===== config.mk =====
export PLATFORM = sky130hd
export DESIGN_NAME = multi_tick_generator_flat
export DESIGN_NICKNAME = d
export VERILOG_FILES = /design/src/rtl/multi_tick_generator_if.sv /design/src/rtl/multi_tick_generator.sv /design/src/flat_wrapper.sv
export SDC_FILE = /design/constraint.sdc
export NUM_CORES = 1
export LEC_CHECK = 0
export BUFFER_PORTS_ARGS = -buffer_cell sky130_fd_sc_hd__buf_2
export CAP_MARGIN = 15
export CORE_ASPECT_RATIO = 2
export CORE_MARGIN = 5
export CORE_UTILIZATION = 38
export CTS_BUF_LIST = sky130_fd_sc_hd__clkbuf_8 sky130_fd_sc_hd__clkbuf_16
export CTS_CLUSTER_DIAMETER = 30
export DETAILED_ROUTE_END_ITERATION = 10
export GPL_TIMING_DRIVEN = 0
export HOLD_SLACK_MARGIN = 0.02
export PLACE_DENSITY = 0.67
export SYNTH_ARGS = -nofsm -noshare
export SYNTH_HDL_FRONTEND = slang
export SYNTH_SLANG_ARGS = --single-unit

===== constraint.sdc =====
create_clock -name clk -period 4.3 [get_ports clk]
set_input_delay 0.43 -clock clk [delete_from_list [all_inputs] [get_ports clk]]
set_output_delay 0.43 -clock clk [all_outputs]
set_load 0.05 [all_outputs]

===== src/rtl/multi_tick_generator_if.sv =====
// multi_tick_generator_if: per-channel control, threshold and tick/busy bundle
interface multi_tick_generator_if #(
  parameter int NUM_CH  = 4,
  parameter int CNT_BIT = 32
);
  logic [NUM_CH-1:0]         i_run_en;
  logic [NUM_CH-1:0]         i_mode;
  logic [NUM_CH-1:0]         i_start;
  logic                      i_sync_all;
  logic [NUM_CH*CNT_BIT-1:0] i_cnt_th;
  logic [NUM_CH-1:0]         o_tick;
  logic [NUM_CH-1:0]         o_busy;
  modport master (output i_run_en, i_mode, i_start, i_sync_all, i_cnt_th, input o_tick, o_busy);
  modport slave  (input i_run_en, i_mode, i_start, i_sync_all, i_cnt_th, output o_tick, o_busy);
endinterface


===== src/rtl/multi_tick_generator.sv =====
// multi_tick_generator: NUM_CH independent periodic/one-shot clock dividers with shadowed thresholds
module multi_tick_generator #(
  parameter int NUM_CH  = 4,
  parameter int CNT_BIT = 32
) (
  input logic                 clk,
  input logic                 reset,
  multi_tick_generator_if.slave bus
);
  typedef enum logic {IDLE, COUNT} state_t;
  logic [NUM_CH-1:0] tick_v, busy_v;
  for (genvar c = 0; c < NUM_CH; c++) begin : g_ch
    state_t             state, state_nxt;
    logic [CNT_BIT-1:0] cnt, cnt_nxt, th, th_in;
    logic               md, md_in, run, st, term, live, load, tick, tick_nxt;
    assign th_in = bus.i_cnt_th[c*CNT_BIT +: CNT_BIT];
    assign md_in = bus.i_mode[c];
    assign run   = bus.i_run_en[c];
    assign st    = bus.i_start[c] | bus.i_sync_all;
    // th==0 is excluded so the counter never wraps through all-ones
    assign term  = (th != '0) && (cnt == th - CNT_BIT'(1));
    assign live  = run && !st && (th != '0) && (!md || state == COUNT);
    always_ff @(posedge clk) begin
      if (reset) begin
        state <= IDLE;
        cnt   <= '0;
        th    <= '0;
        md    <= 1'b0;
        tick  <= 1'b0;
      end else begin
        state <= state_nxt;
        cnt   <= cnt_nxt;
        tick  <= tick_nxt;
        if (load) begin
          th <= th_in;
          md <= md_in;
        end
      end
    end
    always_comb begin
      load      = !run || st || (term && !md);
      cnt_nxt   = (live && !term) ? cnt + CNT_BIT'(1) : '0;
      state_nxt = !run           ? IDLE :
                  st             ? ((th_in != '0) ? COUNT : IDLE) :
                  (th == '0)     ? IDLE :
                  !md            ? ((term && (th_in == '0 || md_in)) ? IDLE : COUNT) :
                  (state == COUNT && !term) ? COUNT : IDLE;
    end
    always_comb begin
      tick_nxt = live && term;
    end
    assign tick_v[c] = tick;
    assign busy_v[c] = (state == COUNT);
  end
  assign bus.o_tick = tick_v;
  assign bus.o_busy = busy_v;
endmodule


===== src/flat_wrapper.sv =====
// flat-port wrapper written by rule: the top's interface ports become plain ports
module multi_tick_generator_flat 
#(
  parameter int NUM_CH  = 4,
  parameter int CNT_BIT = 32
)
  (clk, reset, bus_i_run_en, bus_i_mode, bus_i_start, bus_i_sync_all, bus_i_cnt_th, bus_o_tick, bus_o_busy);
  multi_tick_generator_if #(.NUM_CH(NUM_CH), .CNT_BIT(CNT_BIT)) bus_i ();
  input logic clk;
  input logic reset;
  input wire logic [$bits(bus_i.i_run_en)-1:0] bus_i_run_en;
  input wire logic [$bits(bus_i.i_mode)-1:0] bus_i_mode;
  input wire logic [$bits(bus_i.i_start)-1:0] bus_i_start;
  input wire logic [$bits(bus_i.i_sync_all)-1:0] bus_i_sync_all;
  input wire logic [$bits(bus_i.i_cnt_th)-1:0] bus_i_cnt_th;
  output wire logic [$bits(bus_i.o_tick)-1:0] bus_o_tick;
  output wire logic [$bits(bus_i.o_busy)-1:0] bus_o_busy;
  assign bus_i.i_run_en = bus_i_run_en;
  assign bus_i.i_mode = bus_i_mode;
  assign bus_i.i_start = bus_i_start;
  assign bus_i.i_sync_all = bus_i_sync_all;
  assign bus_i.i_cnt_th = bus_i_cnt_th;
  assign bus_o_tick = bus_i.o_tick;
  assign bus_o_busy = bus_i.o_busy;
  multi_tick_generator #(.NUM_CH(NUM_CH), .CNT_BIT(CNT_BIT)) u_core (.clk(clk), .reset(reset), .bus(bus_i));
endmodule

=== Yosys cells after proc, flatten, opt, wreduce, memory -nomap -nowiden ===
Cells that the tools add are included.

* Flip-flop bits (word level): 268
* Input bits: 143
* Logic and storage cells: 160

* Add/sub/neg operators: 8
* Equal/unequal tests: 4
* Muxes and demuxes: 24
* Bitwise operators: 12
* Reduce and logical (&&, ||, !) cells: 92

{| class="wikitable"
|+ Operators with widths
! operator !! count
|-
| 32-bit logical NOT || 8
|-
| 32-bit nonzero test || 8
|-
| 32-bit by 1-bit adder with 32-bit output (second input constant) || 4
|-
| 32-bit == test || 4
|-
| 32-bit by 1-bit subtractor with 32-bit output (second input constant) || 4
|-
| 1-bit logical AND || 36
|-
| 1-bit 2-to-1 mux || 24
|-
| 1-bit logical NOT || 16
|-
| 1-bit logical OR || 16
|-
| 2-bit OR reduction || 8
|-
| 1-bit NOT || 8
|-
| 1-bit OR || 4
|}

=== Depth between registers and ports, before layout ===
* Word-level depth: 9
* Depth in mapped cells: 13
* Mapped depth without buffers: 11

=== Worst setup path after synthesis ===
OpenSTA, ideal clock, no wires.

* Path type: reg-to-reg
* Start point: register u_core.g_ch[3].th[0]
* End point: register u_core.g_ch[3].cnt[26]
* Library setup time: 115 ps
* Data arrival time: 3340 ps
* Slack: 846 ps
* Stages on the path, launching flop included: 14
* Path buffers: 2
* Period minus slack after synthesis: 3454 ps
* Cells stage by stage: dfxtp_1 clkbuf_1 inv_1 ha_1 or3b_2 or3_4 nor3_2 xnor2_1 or4_1 or3_4 or4_4 nand2_4 buf_6 nor2_1

* Word-level cells in the longest chain between the ends: 7

{| class="wikitable"
|+ RTL lines
! item !! RTL line !! source
|-
| start: declaration || multi_tick_generator.sv:14 || <nowiki>logic [CNT_BIT-1:0] cnt, cnt_nxt, th, th_in;</nowiki>
|-
| start signal: assignment || multi_tick_generator.sv:35 || <nowiki>th <= th_in;</nowiki>
|-
| 32-bit by 1-bit subtractor with 32-bit output || multi_tick_generator.sv:21 || <nowiki>assign term = (th != '0) && (cnt == th - CNT_BIT'(1));</nowiki>
|-
| 32-bit == test || multi_tick_generator.sv:21 ||
|-
| 1-bit logical AND || multi_tick_generator.sv:21 ||
|-
| 1-bit logical NOT || multi_tick_generator.sv:42 || <nowiki>cnt_nxt = (live && !term) ? cnt + CNT_BIT'(1) : '0;</nowiki>
|-
| 1-bit logical AND (*) || multi_tick_generator.sv:42 ||
|-
| 1-bit NOT (no source line) (*) || -- ||
|-
| 2-bit OR reduction (no source line) (*) || -- ||
|-
| end signal: assignment || multi_tick_generator.sv:32 || <nowiki>cnt <= cnt_nxt;</nowiki>
|-
| end: declaration || multi_tick_generator.sv:14 ||
|}

Every way passes the cells marked *; elsewhere a longest branch is shown, timed or not.
A chain may end at the register's enable or synchronous reset.

=== Worst setup path in the final report ===
* Start point: register u_core.g_ch[0].th[2]
* End point: register u_core.g_ch[0].cnt[17]

* Word-level cells in the longest chain between the ends: 7

{| class="wikitable"
|+ RTL lines
! item !! RTL line
|-
| start: declaration || multi_tick_generator.sv:14
|-
| start signal: assignment || multi_tick_generator.sv:35
|-
| 32-bit by 1-bit subtractor with 32-bit output || multi_tick_generator.sv:21
|-
| 32-bit == test || multi_tick_generator.sv:21
|-
| 1-bit logical AND || multi_tick_generator.sv:21
|-
| 1-bit logical NOT || multi_tick_generator.sv:42
|-
| 1-bit logical AND (*) || multi_tick_generator.sv:42
|-
| 1-bit NOT (no source line) (*) || --
|-
| 2-bit OR reduction (no source line) (*) || --
|-
| end signal: assignment || multi_tick_generator.sv:32
|-
| end: declaration || multi_tick_generator.sv:14
|}

Marked as above.

==> impl_metrics.yaml <==
placement:
  dp.cells: 2655
  place.gp.congestion: 0.965
  dp_hpwl_um: 41700
  numPortBuffers: 150
  placed_area_um2: 17300
synth:
  synth-edff-count: 0
  avgSynthCellArea_um2: 8.08
  yosys.area.top_type: "dfxtp_1"
  netlist-cell-type-count: 72
  synthFlopType: "dfxtp_1"
  ys_ff_latch: 268
  syn_nets: 2116
  synth_area_leaders: "dfxtp_1, xnor2_1, mux2i_1, xor2_1, nand2_1"
  synthArstFlopShare_pct: 0
  synth_top_cell_area_share_pct: 33.8
  synth_area_um2: 15900
  synthTopCellsByCount: "nand2_1, dfxtp_1, nor2_1"
  ys_seq_area_share_pct: 33.8
  yosys_warnings: 0
  post-synth-top-count-cell: "nand2_1"
  syn-instance-count: 1965
timing:
  tightest_slew_ns: 1.04
  drv_slew: 0
  hold_violations: 0
  rsz0062_at_grt: "false"
  setup_viol: 0
  relSlewSlack_pct: 30.0
  skew_ns: 0.0261
  fmax_mhz: 246
  tns_ns: 0
  period_needed_ns: 4.06
  min_period_over_period_pct: 94.4
clock_network:
  clkTransAtPathRegs_ns: 0.05
  cts_inserted_buffers: 45
  cts_tree: "done"
  h-tree-depth: 2
  clock_latency_ns: 0.56
  clock-sinks: 268
  cts_root_buf: "clkbuf_16"
  clockBufferDepth: 3
  cts_hold_buf: 0
cells_and_area:
  area_growth_syn_to_layout_pct: 20.3
  layout.cells.non_filler: 2741
  postLayoutCoreUtil_pct: 45.8
  nets: 2315
  layout-drive-gt1-share_pct: 13.4
  antennaDiodeCount: 0
  fin_area_um2: 19100
global_route:
  grt_pass1_wl_um: 81100
  grt_pass1_vias: 15500
  grt_usage_pct: 21.8
  antenna_found_initial: 2
  overflow: 0
  grt_start_max_net_pins: 14
routing:
  first_pass_iters: 5
  vias_per_cell: 5.48
  routed_wl_um: 51500
  vias: 15000
  detail-route-antenna-nets: 0
  drt_iter0_drc: 709
  post_drt_wl_per_cell_um: 18.8
  route.detailed.drc: 0
power_and_ir_drop:
  combPwrFrac_pct: 11.2
  internal_power_mw: 5.59
  p_leak_nw: 6.88
  p_total_mw: 7.64
  power_frac_seq_pct: 35.3
  p_clk_share_pct: 53.5
  vdd_drop_max_uv: 315
  switching_share_pct: 26.7
  p_sw_mw: 2.04
  power.density_nw_per_um2: 400
floorplan:
  die_h_um: 299
  fp.dieW_um: 155
  core_um2: 41600
  start_util_pct: 38.1
  die_area_um2: 46200
  rows: 106
  io_pins: 151
outcome:
  outcome: "finished, final reports clean"
setup_path:
  required_ns: 4.71
  startpoint_type: "register"
  crit_path_max_fanout: 10
  worstSetupEndpointType: "register"
  crit_arrival_ns: 4.47
  regToRegSetupSlack_ns: 0.24
  criticalPathCategory: "register to register"
worst_hold_path:
  hold_path.class: "primary input to register"
job:
  maxCapViolCount: 0
[layout make-up]
cell class	count	area, um^2
clock buffers	51	1210
fillers	4078	22600
inverters	24	90.1
flip-flops and latches	268	5370
well taps	540	676
plain buffers	96	478
repair buffers	152	766
multi-input cells	1577	9970
clock inverters	33	529
[logic make-up (layout without fill, tap and decap cells)]
group                    Yosys count  after routing  synth area share [%]
flip-flops                       268            268                  33.8
XOR/XNOR                         284            284                  15.7
buffers and inverters            120            356                  3.57
adder cells (fa/ha/maj)            8              8                 0.631
AND/OR/NAND/NOR                  997            997                  31.0
multiplexers                     140            140                  8.84
AO/OA/AOI/OAI                    148            148                  6.51
[per-stage QoR]
stage                     hold WS, ns  worst slack (ns)
after floorplan                 0.440             0.846
after global placement          0.460            -0.143
after CTS                      0.0860            0.0149
after detailed placement        0.468            -0.164
final                           0.118             0.242
after global routing            0.105           0.00337
[sequential cells by signal, indices dropped and copies added (netlist names)]
signal and cells:
u_core.g_ch.md 4, u_core.g_ch.tick 4, u_core.g_ch.th 128, u_core.g_ch.cnt 128
u_core.g_ch.state 4
[cells in the final DEF, fill, tap and decap left out, types with 11 or more instances in the layout]
cell,synthesis,layout
o21ai_0,26,26
nor3_1,62,62
or3_1,21,21
buf_2,15,165
clkbuf_16,0,45
mux2i_1,139,139
and3_1,43,43
xor2_1,120,120
inv_1,23,25
nor4b_1,12,12
nand4_1,41,41
clkbuf_1,64,63
and4_1,11,11
nand2b_1,15,15
nand3_1,81,81
a21oi_1,28,28
dfxtp_1,268,268
xnor2_1,164,164
nor4_1,84,80
nor2_1,260,260
nand2_1,279,279
or4_1,21,21
[timing repair]
item / in CTS / in global routing
buffers inserted: 0 / 2
endpoints found under the setup margin: 31 / 77
resized for setup: 2 / 4
hold endpoints to repair: 0 / 0
[metal layers]
layer | part of all wire [%] | global-route usage [%]
met1 | 36 | 22.2
met5 | 0.062 | 0
met4 | 8.1 | 15.0
met2 | 51 | 40.3
met3 | 4.8 | 3.18
[path summary, 6_finish.rpt]
path / startpoint / to / depth (start not counted)
max: u_core.g_ch[0].th[2]$_SDFFE_PP0P_ / u_core.g_ch[0].cnt[17]$_SDFF_PP0_ / 11
min: bus_i_cnt_th[75] / u_core.g_ch[2].th[11]$_SDFFE_PP0P_ / 3
max reg2reg: u_core.g_ch[0].th[2]$_SDFFE_PP0P_ / u_core.g_ch[0].cnt[17]$_SDFF_PP0_ / 11
min reg2reg: u_core.g_ch[1].md$_SDFFE_PP0P_ / u_core.g_ch[1].md$_SDFFE_PP0P_ / 2
[power by group through the flow]
stage	Sequential, mW	Clock [mW]	Combinational [mW]
detailed placement	2.75	0	0.841
global route	2.71	4.27	0.937
global placement	2.74	0	0.827
CTS	2.69	4.16	0.847
finish	2.70	4.08	0.856
floorplan	2.69	0	0.579
[critical path, cell delays in order, from the launching register on]
cell and delay, ns:
dfxtp_1 0.29, clkbuf_1 0.21, or4_1 0.67, nor3_1 0.53, a31oi_1 0.18, or2_2 0.33, a211o_1 0.29, a21oi_1 0.46
nand3_1 0.21, nand2_1 0.24, clkbuf_1 0.38, nor2_1 0.10
Note: power is estimated with default switching activity, not from simulation.
